[src/rtl/gf_mixcol_pipe.sv]
// AES MixColumns / InvMixColumns over NCOL columns per beat, LAT-deep valid/ready pipeline.
// Optional GF_MIXCOL_BYPASS_EN: 2-bit in_mode, codes 2'b1x pass data through unchanged.
module gf_mixcol_pipe #(
  parameter int NCOL = 1,
  parameter int LAT  = 2
) (
  input  logic                 clk,
  input  logic                 rst,
  input  logic                 in_valid,
  output logic                 in_ready,
`ifdef GF_MIXCOL_BYPASS_EN
  input  logic [1:0]           in_mode,
`else
  input  logic                 in_mode,
`endif
  input  logic [32*NCOL-1:0]   in_data,
  output logic                 out_valid,
  input  logic                 out_ready,
  output logic [32*NCOL-1:0]   out_data,
  output logic [15:0]          beat_cnt
);

`ifdef GF_MIXCOL_BYPASS_EN
  localparam int MW = 2;
`else
  localparam int MW = 1;
`endif
  localparam int W = 32 * NCOL;

  // Per-byte xtime on all four bytes of a column.
  function automatic logic [31:0] xtime4(input logic [31:0] w);
    logic [31:0] o;
    o = '0;
    for (int i = 0; i < 4; i++)
      o[8*i +: 8] = {w[8*i +: 7], 1'b0} ^ (w[8*i+7] ? 8'h1b : 8'h00);
    return o;
  endfunction

  // Row index r (0 = top byte), taken modulo 4 so callers can rotate freely.
  function automatic logic [7:0] byte_at(input logic [31:0] w, input int r);
    return w[8*(3-(r%4)) +: 8];
  endfunction

  // Combines b, 2b, 4b, 8b into the circulant row products.
  function automatic logic [31:0] mix_comb(input logic [31:0] b,
                                           input logic [31:0] x2,
                                           input logic [31:0] x4,
                                           input logic [31:0] x8,
                                           input logic [MW-1:0] mode);
    logic [31:0] o;
    logic [7:0]  acc;
    o = '0;
    for (int r = 0; r < 4; r++) begin
      if (mode[0])
        acc = (byte_at(x8, r)   ^ byte_at(x4, r)   ^ byte_at(x2, r))
            ^ (byte_at(x8, r+1) ^ byte_at(x2, r+1) ^ byte_at(b, r+1))
            ^ (byte_at(x8, r+2) ^ byte_at(x4, r+2) ^ byte_at(b, r+2))
            ^ (byte_at(x8, r+3) ^ byte_at(b, r+3));
      else
        acc = byte_at(x2, r)
            ^ (byte_at(x2, r+1) ^ byte_at(b, r+1))
            ^ byte_at(b, r+2)
            ^ byte_at(b, r+3);
      o[8*(3-r) +: 8] = acc;
    end
`ifdef GF_MIXCOL_BYPASS_EN
    if (mode[1])
      o = b;
`endif
    return o;
  endfunction

  logic [W-1:0] x2_c, x4_c, x8_c;

  for (genvar k = 0; k < NCOL; k++) begin : g_xt
    assign x2_c[32*k +: 32] = xtime4(in_data[32*k +: 32]);
    assign x4_c[32*k +: 32] = xtime4(x2_c[32*k +: 32]);
    assign x8_c[32*k +: 32] = xtime4(x4_c[32*k +: 32]);
  end

  if (LAT == 1) begin : g_lat1
    logic         v1;
    logic [W-1:0] d1;
    logic [W-1:0] res_c;

    for (genvar k = 0; k < NCOL; k++) begin : g_col
      assign res_c[32*k +: 32] = mix_comb(in_data[32*k +: 32], x2_c[32*k +: 32],
                                          x4_c[32*k +: 32], x8_c[32*k +: 32], in_mode);
    end

    assign in_ready = !v1 || out_ready;

    always_ff @(posedge clk or posedge rst) begin
      if (rst) begin
        v1 <= 1'b0;
        d1 <= '0;
      end else if (in_ready) begin
        v1 <= in_valid;
        if (in_valid)
          d1 <= res_c;
      end
    end

    assign out_valid = v1;
    assign out_data  = d1;
  end else begin : g_lat2
    logic          v1, v2;
    logic [MW-1:0] m1;
    logic [W-1:0]  b1, p2, p4, p8;
    logic [W-1:0]  d2;
    logic [W-1:0]  res_c;
    logic          adv2;

    for (genvar k = 0; k < NCOL; k++) begin : g_col
      assign res_c[32*k +: 32] = mix_comb(b1[32*k +: 32], p2[32*k +: 32],
                                          p4[32*k +: 32], p8[32*k +: 32], m1);
    end

    // A full stage 1 can only move when stage 2 drains or is empty.
    assign adv2     = !v2 || out_ready;
    assign in_ready = !v1 || adv2;

    always_ff @(posedge clk or posedge rst) begin
      if (rst) begin
        v1 <= 1'b0;
        v2 <= 1'b0;
        m1 <= '0;
        b1 <= '0;
        p2 <= '0;
        p4 <= '0;
        p8 <= '0;
        d2 <= '0;
      end else begin
        if (adv2) begin
          v2 <= v1;
          if (v1)
            d2 <= res_c;
        end
        if (in_ready) begin
          v1 <= in_valid;
          if (in_valid) begin
            m1 <= in_mode;
            b1 <= in_data;
            p2 <= x2_c;
            p4 <= x4_c;
            p8 <= x8_c;
          end
        end
      end
    end

    assign out_valid = v2;
    assign out_data  = d2;
  end

  always_ff @(posedge clk or posedge rst) begin
    if (rst)
      beat_cnt <= '0;
    else if (out_valid && out_ready)
      beat_cnt <= beat_cnt + 16'd1;
  end

endmodule

[config.mk]
export PLATFORM = sky130hd
export DESIGN_NAME = gf_mixcol_pipe
export DESIGN_NICKNAME = d
export VERILOG_FILES = /design/src/rtl/gf_mixcol_pipe.sv
export SDC_FILE = /design/constraint.sdc
export NUM_CORES = 1
export LEC_CHECK = 0
export BUFFER_PORTS_ARGS = -buffer_cell sky130_fd_sc_hd__clkbuf_2
export CAP_MARGIN = 0
export CORE_ASPECT_RATIO = 0.75
export CORE_UTILIZATION = 30
export CTS_BUF_LIST = sky130_fd_sc_hd__clkbuf_8
export DETAILED_ROUTE_END_ITERATION = 8
export GPL_TIMING_DRIVEN = 0
export PLACE_DENSITY = 0.49
export SLEW_MARGIN = 30
export SYNTH_ARGS = -nofsm -noshare
export SYNTH_HDL_FRONTEND = slang
export SYNTH_SLANG_ARGS = --single-unit
[constraint.sdc]
create_clock -name clk -period 8 [get_ports clk]
set_clock_uncertainty 0.1 [all_clocks]
set_input_delay 1.6 -clock clk [delete_from_list [all_inputs] [get_ports clk]]
set_output_delay 1.6 -clock clk [all_outputs]
set_load 0.005 [all_outputs]
## After elaboration in Yosys (flattened, before gate mapping)

Index checks and enable logic that the tools add are counted.

- Reductions and logical operators: 7
- Add/subtract/negate cells: 1
- Muxes and demuxes: 16
- Bitwise logic cells: 64

Operators by type and width:

| kind | number |
|---|---|
| 8-bit bitwise XOR | 52 |
| 8-bit by 5-bit bitwise XOR with 8-bit output | 12 |
| 5-bit two-way mux | 12 |
| 8-bit two-way mux | 4 |
| 16-bit by 1-bit adder with 16-bit output, second input constant | 1 |
| 2-bit AND reduction | 2 |
| 1-bit zero test | 2 |
| 1-bit logical OR | 2 |
| 1-bit logical AND | 1 |

- Input bits: 37
- Output and inout port bits: 50
- Flip-flop bits (word level): 179
- Word-level logic and storage cells: 97

## Logic depth before layout (Yosys ltp)

- Depth after elaboration: 6
- Gate-level depth with buffers: 6

## Worst setup path after synthesis

Ideal clock, no wire load.

- Path type: input to output
- Start point: in out_ready
- End point: out in_ready
- Data required time: 6.300 ns
- Path slack: 4.521 ns
- Data arrival time: 1.779 ns
- Cell stages on the path: 1
- Cell sequence: nand3b_1

- Cells in the longest elaborated chain, start to end: 2

RTL lines:

| element | RTL line | source |
|---|---|---|
| start, declared | 18 | `input logic out_ready,` |
| 1-bit logical OR | 120 | `assign adv2 = !v2 \|\| out_ready;` |
| 1-bit logical OR | 121 | `assign in_ready = !v1 \|\| adv2;` |
| end, declared | 10 | `output logic in_ready,` |

Every way passes these cells.

## Worst setup path after layout

Ends and elaborated chain as after synthesis.

==> reports/results.tsv <==
stage	metric	value	unit
run_status	status	complete, no violations	
clocking	Worst-Skew Late Latency	450	ps
routing	via count	4672	
logic_synthesis	Post-synth EDFFs	0	
logic_synthesis	Simple-Gate Fraction of Synth Area	9.549	%
routing	Routed WL per cell	19.30	um
logic_synthesis	Ys Warns	0	
finish	Synth-to-Final Area Change	19.21	%
floorplan	site row count	46	
floorplan	DIE WIDTH	174.3	um
floorplan	die height	131.3	um
clocking	total clock sinks	119	
logic_synthesis	Seq/Total Area, Yosys	44.56	%
grt	first-pass GRT wire length	28720	um
routing	Vias/cell	4.797	
worst_setup_path	Req. time, crit path	6300	ps
grt	largest net degree at the start of global routing	64	
routing	residual DRC count	0	
sta	final setup vio count	0	
logic_synthesis	#FFs+latches synth	119	
finish	layout cells sized above 1	23.47	%
clocking	post-CTS sizing	0	
routing	Final ANT Viol Nets	0	
clocking	CTS Hold Bufs	0	
power	Lkg Pwr	3.639	nW
finish	ANT cells	0	
logic_synthesis	Synth Area in XOR/XNOR	29.47	%
worst_setup_path	CP startpoint kind	input port	
placed_design	placed instance count	942	
placed_design	placer congestion estimate	0.8004	
placed_design	placed inst area	0.007483	mm2
grt	initial antenna violation count	0	
floorplan	I/O Pins	87	
grt	gr ovfl total	0	
clocking	CTS H-tree lvls	4	
grt	number of global-route vias before repair	4674	
logic_synthesis	async set or reset register ratio after synthesis	100.0	%
sta	Max Slew Vio Count	0	
finish	final instance area	0.007966	mm2
logic_synthesis	post-synthesis mux area share	6.403	%
clocking	Worst-path clk slew	80	ps
sta	Worst Tran Pin Value	785.5	ps
clocking	Max clock buf depth	2	
sta	RSZ-0062 raised after global routing	false	
logic_synthesis	Unique masters post-synth	29	
finish	# nets final	711	
grt	Global Route Usage Sum	17.09	%
min_path	HP Class	reg2reg	
logic_synthesis	Primary FF master, synth	dfrtp_1	
logic_synthesis	synthesized net count	610	
placed_design	number of port buffers	81	
sta	Tmin final	3754	ps
logic_synthesis	adder-cell share of the synthesized area	0.1872	%
routing	Routed Wire Length	18800	um
floorplan	die area	0.02288	mm2
floorplan	initial core utilization	31.13	%
worst_setup_path	crit path max fanout	5	
logic_synthesis	syn_area_per_cell	11.68	um2
flow_run	Max Cap Viol	0	
logic_synthesis	area of the mapped netlist	0.006683	mm2
sta	setup TNS	0	ps
clocking	Post-CTS Setup Bufs	0	
routing	1st-pass router iterations	4	
finish	non-filler instance count after layout	974	
clocking	CTS tree	yes	
logic_synthesis	compound-cell area share of the yosys netlist	7.770	%
worst_setup_path	critical path capture point type	output pin	
sta	Max transition margin	47.63	%
worst_setup_path	WS Path Type	in2out	
sta	hold violation count in the final report	0	
sta	fmax	266.4	MHz
clocking	CTS Buf Count	17	
power	Pwr Density	335.5	mW/mm2
sta	fin crit share	46.93	%
finish	Final Core Density	37.11	%
power	total power draw	2.673	mW
clocking	CTS root buffer	clkbuf_8	
floorplan	Core Region	0.02147	mm2
routing	drt first-iter violations	275	
logic_synthesis	largest family of logic cells by synthesized area	XOR/XNOR gates	
placed_design	dpl hpwl	14140	um
logic_synthesis	Post-Synthesis Cells	572	
worst_setup_path	crit path DAT	2050	ps
power	VDD IR max	0.1205	mV
==> worst max-delay path, stage by stage <==
cell,delay (ps)
clkbuf_2,120
nand3b_1,200
clkbuf_2,140
==> worst paths after layout <==
| check | startpoint | end | slack, ps | cells after the start |
|---|---|---|---|---|
| setup / recovery | out_ready | in_ready | 4250 | 3 |
| min in group asynchronous | rst | g_lat2.b1[27] | 1070 | 2 |
| hold / removal | beat_cnt[15] | beat_cnt[15] | 380 | 1 |
| max in group asynchronous | rst | g_lat2.b1[8] | 6070 | 3 |
| hold reg to reg | beat_cnt[15] | beat_cnt[15] | 380 | 1 |
| setup reg to reg | g_lat2.m1 | out_data[1] | 5750 | 6 |
==> power by group <==
| group | leakage (nW) | switching [mW] | internal (mW) | total [mW] |
|---|---|---|---|---|
| logic | 1.99 | 0.536 | 0.566 | 1.10 |
| registers | 1.43 | 0.138 | 0.756 | 0.895 |
| clock network | 0.225 | 0.272 | 0.404 | 0.676 |
==> placed cells by master, fill, tap and decap left out <==
cell type / count
a31oi_1: 22
xnor2_2: 3
clkbuf_8: 17
clkbuf_1: 28
bufinv_16: 6
a21o_1: 3
inv_6: 3
and4_1: 3
xor2_1: 42
inv_1: 1
buf_16: 1
ha_1: 1
and2_1: 4
nor2_1: 23
and3_1: 6
dfrtp_1: 119
a211o_1: 6
a21oi_1: 4
clkinv_2: 1
nand2_1: 48
nand2b_1: 4
clkbuf_2: 82
o21ai_0: 51
nand3_1: 15
xnor3_1: 35
xor3_1: 6
or3_1: 19
buf_2: 4
inv_8: 1
o31a_1: 1
nand4_1: 9
nand3b_1: 1
mux2_2: 38
xnor2_1: 71
o31ai_1: 3
clkinvlp_4: 5
==> metrics by stage <==
step	setup WS (ps)	hold WS (ps)
after floorplan	3143	351.6
after global placement	1666	362.4
after global routing	4216	401.3
after detailed placement	4249	364.9
final	4246	380.2
after CTS	4246	379.5
==> sequential cells by signal, indices dropped and copies added, names as in the netlist <==
register / count
beat_cnt: 16
g_lat2.b1: 31
g_lat2.m1: 1
g_lat2.p2: 13
g_lat2.p4: 12
g_lat2.p8: 12
g_lat2.v1: 1
out_data: 32
out_valid: 1
==> area by class of cell <==
type | instances | area [um2]
Fill cell | 2130 | 13500
Multi-Input combinational cell | 418 | 3567
Sequential cell | 119 | 2978
Timing Repair Buffer | 82 | 432.9
Tap cell | 288 | 360.3
Clock inverter | 15 | 249.0
Clock buffer | 17 | 234.0
Buffer | 33 | 130.1
Inverter | 2 | 15.01
==> routing by layer <==
| metal | vias to the layer above | track usage [%] | part of all wire, % |
|---|---|---|---|
| met5 | - | 0 | 0 |
| met4 | 0 | 4.776 | 0.85 |
| met3 | 14 | 4.427 | 6.2 |
| met2 | 146 | 23.82 | 43 |
| met1 | 2323 | 25.70 | 50 |
| li1 | 2189 | - | - |
==> cell families (layout without fill, tap and decap cells) <==
logic type | Yosys count | after routing
xor gates and xnor gates | 157 | 157
and+or+nand+nor | 132 | 132
DFF | 119 | 119
AOI/OAI and AO/OA | 90 | 90
muxes | 38 | 38
buffers and inverters | 35 | 149
adders and majority gates | 1 | 1
==> Yosys cell counts, drive strengths merged (2+ instances only) <==
library cell	instances	area, um2
a211o	6	52.55
a21o	3	22.52
a21oi	4	20.02
a31oi	22	137.6
and2	4	25.02
and3	6	37.54
and4	3	26.28
buf	4	20.02
clkbuf	29	110.1
dfrtp	119	2978
inv	2	7.510
mux2	38	427.9
nand2	48	180.2
nand2b	4	25.02
nand3	15	75.07
nand4	9	56.30
nor2	23	86.33
o21ai	51	255.2
o31ai	3	22.52
or3	19	118.9
xnor2	74	670.7
xnor3	35	788.3
xor2	42	367.9
xor3	6	142.6
No activity file was read; power rests on OpenSTA's default activity.
